### config.mk
export PLATFORM = sky130hd
export DESIGN_NAME = control_pipeline
export DESIGN_NICKNAME = d
export VERILOG_FILES = /design/src/rtl/ctrl_pkg.sv /design/src/rtl/control_pipeline_hazard_forward_unit.sv /design/src/rtl/control_pipeline.sv
export SDC_FILE = /design/constraint.sdc
export NUM_CORES = 1
export LEC_CHECK = 0
export ABC_CLOCK_PERIOD_IN_PS = 2550
export CAP_MARGIN = 0
export CORE_MARGIN = 1.5
export CORE_UTILIZATION = 45
export DETAILED_ROUTE_END_ITERATION = 16
export PLACE_DENSITY = 0.79
export SLEW_MARGIN = 25
export SYNTH_ARGS = -nofsm -noshare
export SYNTH_HDL_FRONTEND = slang
export SYNTH_HIERARCHICAL = 1
export SYNTH_SLANG_ARGS = --single-unit
### constraint.sdc
create_clock -name clk -period 2.55 [get_ports clk]
set_input_delay 0.3825 -clock clk [delete_from_list [all_inputs] [get_ports clk]]
set_output_delay 0.3825 -clock clk [all_outputs]
set_load 0.01 [all_outputs]
### src/rtl/ctrl_pkg.sv
`default_nettype none
// ============================================================================
// Module   : ctrl_pkg
// Purpose  : Shared definitions for the control pipeline: bundle bit indices,
//            PC-source and forwarding encodings, bubble constants and the
//            bundle typedefs.
// Revision : 1.0  initial release
// ============================================================================
package ctrl_pkg;

    // Bundle widths
    localparam int WB_W = 2;
    localparam int M_W  = 4;
    localparam int EX_W = 5;

    // WB bundle bit positions
    localparam int WB_REGWRITE = 0;
    localparam int WB_MEMTOREG = 1;

    // M bundle bit positions
    localparam int M_BRANCH   = 0;
    localparam int M_MEMREAD  = 1;
    localparam int M_MEMWRITE = 2;
    localparam int M_JUMP     = 3;

    // EX bundle bit positions
    localparam int EX_REGDST   = 0;
    localparam int EX_ALUOP_LO = 1;
    localparam int EX_ALUOP_HI = 3;
    localparam int EX_ALUSRC   = 4;

    // Bundle types
    typedef logic [WB_W-1:0] wb_bundle_t;
    typedef logic [M_W-1:0]  m_bundle_t;
    typedef logic [EX_W-1:0] ex_bundle_t;

    // PC source select encodings
    localparam logic [1:0] PC_SRC_SEQ    = 2'b00;
    localparam logic [1:0] PC_SRC_BRANCH = 2'b01;
    localparam logic [1:0] PC_SRC_JUMP   = 2'b10;

    // ALU operand forwarding encodings
    localparam logic [1:0] FWD_REGFILE = 2'b00;
    localparam logic [1:0] FWD_EXMEM   = 2'b10;
    localparam logic [1:0] FWD_MEMWB   = 2'b01;

    // A bubble never writes the regfile or memory and never redirects
    localparam wb_bundle_t BUBBLE_WB = '0;
    localparam m_bundle_t  BUBBLE_M  = '0;
    localparam ex_bundle_t BUBBLE_EX = '0;

endpackage
`default_nettype wire

### src/rtl/control_pipeline_hazard_forward_unit.sv
`default_nettype none
// ============================================================================
// Module   : hazard_forward_unit
// Purpose  : Combinational hazard logic: load-use stall detection, MEM-stage
//            redirect resolution (jump beats branch) and EX-stage operand
//            forwarding selects with EX/MEM priority over MEM/WB.
// Revision : 1.0  initial release
// ============================================================================
module hazard_forward_unit
    import ctrl_pkg::*;
#(
    parameter int REG_ADDR_W = 5,
    parameter bit FWD_EN     = 1'b1
) (
    input  logic                  i_ex_memread,
    input  logic [REG_ADDR_W-1:0] i_ex_rs,
    input  logic [REG_ADDR_W-1:0] i_ex_rt,
    input  logic [REG_ADDR_W-1:0] i_id_rs,
    input  logic [REG_ADDR_W-1:0] i_id_rt,
    input  logic                  i_mem_branch,
    input  logic                  i_mem_jump,
    input  logic                  i_mem_zero,
    input  logic                  i_mem_regwrite,
    input  logic [REG_ADDR_W-1:0] i_mem_rd,
    input  logic                  i_wb_regwrite,
    input  logic [REG_ADDR_W-1:0] i_wb_rd,
    output logic                  o_stall,
    output logic                  o_take,
    output logic [1:0]            o_pc_src,
    output logic [1:0]            o_fwd_a,
    output logic [1:0]            o_fwd_b
);

    // Nearest producer wins; register 0 is hard-wired and never forwards
    function automatic logic [1:0] fwd_sel(
        input logic                  mem_we,
        input logic [REG_ADDR_W-1:0] mem_rd,
        input logic                  wb_we,
        input logic [REG_ADDR_W-1:0] wb_rd,
        input logic [REG_ADDR_W-1:0] src
    );
        logic [1:0] sel;
        sel = FWD_REGFILE;
        if (mem_we && (mem_rd != '0) && (mem_rd == src)) begin
            sel = FWD_EXMEM;
        end else if (wb_we && (wb_rd != '0) && (wb_rd == src)) begin
            sel = FWD_MEMWB;
        end
        return sel;
    endfunction

    // Load in EX whose target is read by the instruction in ID; rt compared even for I-type
    always_comb begin
        o_stall = i_ex_memread && (i_ex_rt != '0) &&
                  ((i_ex_rt == i_id_rs) || (i_ex_rt == i_id_rt));
    end

    // Redirect resolved in MEM; jump takes precedence over branch
    always_comb begin
        o_take   = i_mem_jump || (i_mem_branch && i_mem_zero);
        o_pc_src = PC_SRC_SEQ;
        if (o_take) begin
            o_pc_src = i_mem_jump ? PC_SRC_JUMP : PC_SRC_BRANCH;
        end
    end

    generate
        if (FWD_EN) begin : g_fwd_on
            // Per-operand forwarding select for the instruction in EX
            always_comb begin
                o_fwd_a = fwd_sel(i_mem_regwrite, i_mem_rd, i_wb_regwrite, i_wb_rd, i_ex_rs);
                o_fwd_b = fwd_sel(i_mem_regwrite, i_mem_rd, i_wb_regwrite, i_wb_rd, i_ex_rt);
            end
        end else begin : g_fwd_off
            assign o_fwd_a = FWD_REGFILE;
            assign o_fwd_b = FWD_REGFILE;
        end
    endgenerate

endmodule
`default_nettype wire

### src/rtl/control_pipeline.sv
`default_nettype none
// ============================================================================
// Module   : control_pipeline
// Purpose  : Carries decoder control bundles through ID/EX, EX/MEM and MEM/WB,
//            sanitises bundles on capture, inserts load-use bubbles, flushes
//            on MEM-stage redirects and drives EX-stage forwarding selects.
// Revision : 1.0  initial release
// ============================================================================
module control_pipeline
    import ctrl_pkg::*;
#(
    parameter int REG_ADDR_W = 5,
    parameter bit FWD_EN     = 1'b1
) (
    input  logic                  clk,
    input  logic                  rst_n,
    input  logic [1:0]            id_wb,
    input  logic [3:0]            id_m,
    input  logic [4:0]            id_ex,
    input  logic [REG_ADDR_W-1:0] id_rs,
    input  logic [REG_ADDR_W-1:0] id_rt,
    input  logic [REG_ADDR_W-1:0] id_rd,
    input  logic                  ex_zero,
    output logic                  pc_write,
    output logic                  ifid_write,
    output logic                  ifid_flush,
    output logic [1:0]            pc_src,
    output logic [4:0]            ex_ex,
    output logic [3:0]            mem_m,
    output logic [1:0]            wb_wb,
    output logic [REG_ADDR_W-1:0] mem_rd,
    output logic [REG_ADDR_W-1:0] wb_rd,
    output logic [1:0]            fwd_a,
    output logic [1:0]            fwd_b
);

    // ID/EX
    wb_bundle_t            r_ex_wb;
    m_bundle_t             r_ex_m;
    ex_bundle_t            r_ex_ex;
    logic [REG_ADDR_W-1:0] r_ex_rs;
    logic [REG_ADDR_W-1:0] r_ex_rt;
    logic [REG_ADDR_W-1:0] r_ex_rd;
    // EX/MEM
    wb_bundle_t            r_mem_wb;
    m_bundle_t             r_mem_m;
    logic [REG_ADDR_W-1:0] r_mem_rd;
    logic                  r_mem_zero;
    // MEM/WB
    wb_bundle_t            r_wb_wb;
    logic [REG_ADDR_W-1:0] r_wb_rd;

    wb_bundle_t w_cap_wb;
    m_bundle_t  w_cap_m;
    ex_bundle_t w_cap_ex;
    logic       w_stall;
    logic       w_take;
    logic [1:0] w_pc_src;

    // Clean the decoder bundle so don't-care fields of non-writing or jump ops never get stored
    always_comb begin
        w_cap_wb = id_wb;
        w_cap_m  = id_m;
        w_cap_ex = id_ex;
        if (!id_wb[WB_REGWRITE]) begin
            w_cap_wb[WB_MEMTOREG] = 1'b0;
            w_cap_ex[EX_REGDST]   = 1'b0;
        end
        if (id_m[M_JUMP]) begin
            w_cap_ex = BUBBLE_EX;
        end
    end

    hazard_forward_unit #(
        .REG_ADDR_W (REG_ADDR_W),
        .FWD_EN     (FWD_EN)
    ) u_hazard_forward_unit (
        .i_ex_memread   (r_ex_m[M_MEMREAD]),
        .i_ex_rs        (r_ex_rs),
        .i_ex_rt        (r_ex_rt),
        .i_id_rs        (id_rs),
        .i_id_rt        (id_rt),
        .i_mem_branch   (r_mem_m[M_BRANCH]),
        .i_mem_jump     (r_mem_m[M_JUMP]),
        .i_mem_zero     (r_mem_zero),
        .i_mem_regwrite (r_mem_wb[WB_REGWRITE]),
        .i_mem_rd       (r_mem_rd),
        .i_wb_regwrite  (r_wb_wb[WB_REGWRITE]),
        .i_wb_rd        (r_wb_rd),
        .o_stall        (w_stall),
        .o_take         (w_take),
        .o_pc_src       (w_pc_src),
        .o_fwd_a        (fwd_a),
        .o_fwd_b        (fwd_b)
    );

    // ID/EX: bubble on reset, redirect or load-use stall, otherwise capture the cleaned bundle
    always_ff @(posedge clk) begin
        if (!rst_n || w_take || w_stall) begin
            r_ex_wb <= BUBBLE_WB;
            r_ex_m  <= BUBBLE_M;
            r_ex_ex <= BUBBLE_EX;
            r_ex_rs <= '0;
            r_ex_rt <= '0;
            r_ex_rd <= '0;
        end else begin
            r_ex_wb <= w_cap_wb;
            r_ex_m  <= w_cap_m;
            r_ex_ex <= w_cap_ex;
            r_ex_rs <= id_rs;
            r_ex_rt <= id_rt;
            r_ex_rd <= id_rd;
        end
    end

    // EX/MEM: advances through a stall, squashed by a redirect
    always_ff @(posedge clk) begin
        if (!rst_n || w_take) begin
            r_mem_wb   <= BUBBLE_WB;
            r_mem_m    <= BUBBLE_M;
            r_mem_rd   <= '0;
            r_mem_zero <= 1'b0;
        end else begin
            r_mem_wb   <= r_ex_wb;
            r_mem_m    <= r_ex_m;
            r_mem_rd   <= r_ex_ex[EX_REGDST] ? r_ex_rd : r_ex_rt;
            r_mem_zero <= ex_zero;
        end
    end

    // MEM/WB: always advances; the redirecting instruction itself retires normally
    always_ff @(posedge clk) begin
        if (!rst_n) begin
            r_wb_wb <= BUBBLE_WB;
            r_wb_rd <= '0;
        end else begin
            r_wb_wb <= r_mem_wb;
            r_wb_rd <= r_mem_rd;
        end
    end

    // Redirect overrides a stall; nothing is enabled while reset is asserted
    assign pc_write   = rst_n & (w_take | ~w_stall);
    assign ifid_write = rst_n & (w_take | ~w_stall);
    assign ifid_flush = rst_n & w_take;
    assign pc_src     = rst_n ? w_pc_src : PC_SRC_SEQ;

    assign ex_ex  = r_ex_ex;
    assign mem_m  = r_mem_m;
    assign wb_wb  = r_wb_wb;
    assign mem_rd = r_mem_rd;
    assign wb_rd  = r_wb_rd;

endmodule
`default_nettype wire

==> reports/results.txt, run 1 <==
NumNets Final: 257
commonest cells after routing, fill and taps aside: clkdlybuf4s50_1 (54), dfxtp_1 (45), and2_1 (41)
critical path capture point type: output pin
global route overflow: 0
I/O pins: 59
drt wl/cell: 13.2 um
CP Launch Type: flop
crit share post-route: 0.941
layout cell share with drive strength beyond 1: 0.109
CTS Buf Count: 5
critical path, cell by cell: or4_1 -> o21ai_2 -> nor4_2 -> nor4_2 -> dlygate4sd2_1
Syn Inst Count: 166
max frequency: 417 MHz
root buf cell: clkbuf_8
largest net degree at the start of global routing: 16
Placer Congestion: 0.828
Clock Latency Late Sink: 0.29 ns
Seq/Total Area, Yosys: 0.508
Worst Max-Slew Pin Slew: 0.431 ns
Seq pwr share: 0.511
via count: 1271
ANT nets after route: 0
# setup viols final: 0
combinational power share: 0.136
Power Density: 592 mW/mm^2
first-pass GRT wire length: 5920 um
Mapped Area: 0.00177 sq mm
Place WS: -0.0327 ns
Min Clock Period, post-route: 2.40 ns
DRT iter0 DRCs: 24
synth-to-layout area growth: 42.8%
CP peak stage delay: 0.54 ns
DRT Pass-1 Iters: 4
final hold viol count: 0
Mapped Avg Cell Area: 10.7 sq um
worst min-delay path category: reg -> reg
register bit total from synthesis: 45
clock group share of total power: 0.353
warnings from Yosys: 6
Filler cells: 301
Internal: 1.16 mW
worst-case clock buffer depth: 2
die area: 0.00433 sq mm
Tot Pwr: 1.50 mW
commonest non-fill, non-tap cell in the layout: clkdlybuf4s50_1
# rows: 22
port bufs: 58
number of global-route vias before repair: 1274
non-filler cells, final: 277
Final Max Tran Viols: 0
max_slew headroom: 0.712
initial antenna violation count: 0
maxcap violations: 0
GRT Total Usage: 0.185
# placed instances: 269
CP max FO: 5
die extent in y: 65.8 um
syn nets: 195
Peak VDD IR: 0.402 mV
status: finished, final reports clean
CP dominant cell by count: nor4_2
TritonCTS clock tree: built
Worst path slowest cell: or4_1
Initial Utilization: 0.477
Residual DRC: 0
ANT cells: 0
placed wire-length estimate: 2930 um
Required @ worst endpoint: 2.17 ns
clock skew: 0.0100 ns
Switching Power: 343 uW
Clock transition at path regs: 0.09 ns
H-tree depth: 2
drt total wl: 3660 um
unrepaired setup endpoints after global routing: no
leakage power: 1.05 nW
final worst-path setup slack: 0.151 ns
WS Path Type: reg -> out
clk sinks: 45
hold_buf cts: 0
Data arrival, critical path: 2.02 ns
Via density: 4.59
Die X: 65.8 um
core area: 0.00372 sq mm
Yosys cell types: 27
switching part of the total: 0.229
-- layout make-up --
cell class / instances / area (sq um) / area share
Sequential cell: 45 / 901 / 0.356
Multi-Input combinational cell: 110 / 823 / 0.325
Timing Repair Buffer: 65 / 628 / 0.248
Clock buffer: 5 / 68.8 / 0.0272
Tap cell: 48 / 60.1 / 0.0237
Clock inverter: 3 / 46.3 / 0.0183
Inverter: 1 / 3.75 / 0.00148
-- worst max-delay path, delay by kind of cell, from the launching register on --
| kind | cells | cell delay, ns |
|---|---|---|
| simple gates | 3 | 0.87 |
| flops | 1 | 0.37 |
| buf+inv | 1 | 0.29 |
| compound gates | 1 | 0.19 |
-- flip-flops by register name, indices dropped and copies added (netlist names), 2 cells and up --
register and flops:
r_ex_rt 5, r_ex_rs 5, wb_rd 5, r_ex_rd 5, r_ex_wb 2, ex_ex 5, wb_wb 2, mem_m 4
mem_rd 5, r_mem_wb 2, r_ex_m 4
-- cell families after synthesis --
family,synth area share
buffers and inverters,0.0296
muxes,0.0282
AOI/OAI and AO/OA,0.0176
xor gates and xnor gates,0.148
and+or+nand+nor,0.268
DFF,0.508
-- cells in the mapped netlist --
master	count	area, sq um
xnor2_1	10	87.6
nand2_1	1	3.75
dfxtp_1	45	901
nor4_2	4	50.1
and2_1	41	257
or2b_1	1	7.51
nor2b_1	1	6.26
nor4b_2	1	15.0
o21ai_2	1	8.76
and3b_1	1	8.76
nor2_1	6	22.5
inv_1	1	3.75
a21oi_1	1	5.00
nand3_1	4	20.0
o21ai_0	1	5.00
buf_6	1	11.3
a21boi_0	1	7.51
xor2_1	20	175
clkbuf_1	8	30.0
nor3_1	2	10.0
buf_4	1	7.51
mux2i_1	5	50.1
and4bb_2	1	12.5
or4_1	5	37.5
o21ai_1	1	5.00
nand2b_1	1	6.26
nor3b_4	1	18.8
-- metal layers --
metal,GRT usage,vias to the layer above,part of all wire
met3,0.0358,5,0.033
met2,0.332,24,0.54
li1,-,658,-
met5,0,-,0
met1,0.211,584,0.41
met4,0.0859,0,0.017
-- through the flow --
step / TNS, ns / area (sq um) / hold slack (ns) / utilization
after floorplan: 0 / 1770 / 0.406 / -
after global placement: 0 / 2420 / 0.411 / 0.651
after global routing: 0 / 2530 / 0.457 / 0.681
final: 0 / 2530 / 0.432 / 0.681
after detailed placement: -0.0527 / 2420 / 0.411 / 0.651
after CTS: 0 / 2530 / 0.431 / 0.680
-- path summary, 6_finish.rpt --
path	cells after the start	to	from	slack [ns]
max	5	fwd_b[0]	mem_rd[4]	0.15
min	1	r_mem_wb[1]	r_ex_wb[1]	0.43
max reg2reg	7	r_ex_rt[3]	r_ex_rt[3]	0.55
min reg2reg	1	r_mem_wb[1]	r_ex_wb[1]	0.43
-- power by group through the flow --
stage | combinational (mW) | sequential, mW | clock (mW)
floorplan | 0.104 | 0.779 | 0
global placement | 0.199 | 0.783 | 0
detailed placement | 0.204 | 0.784 | 0
CTS | 0.205 | 0.767 | 0.535
global route | 0.222 | 0.772 | 0.575
finish | 0.204 | 0.767 | 0.529
-- timing repair --
item                                    CTS  global route
endpoints found under the setup margin    4             2
gates resized for setup                   4             4
cloned                                    0             0
buffers inserted                          0             0
hold endpoints to repair                  0             0
No activity file was read; power rests on OpenSTA's default activity.
==> run 2: changes to the inputs <==
--- a/config.mk
+++ b/config.mk
@@ -10,6 +10,7 @@
 export CORE_MARGIN = 1.5
 export CORE_UTILIZATION = 45
 export DETAILED_ROUTE_END_ITERATION = 16
+export HOLD_SLACK_MARGIN = 0.12
 export PLACE_DENSITY = 0.79
 export SLEW_MARGIN = 25
 export SYNTH_ARGS = -nofsm -noshare
==> results of run 2 <==
Same layout as run 1: the final DEF is identical, and so are final timing and power.
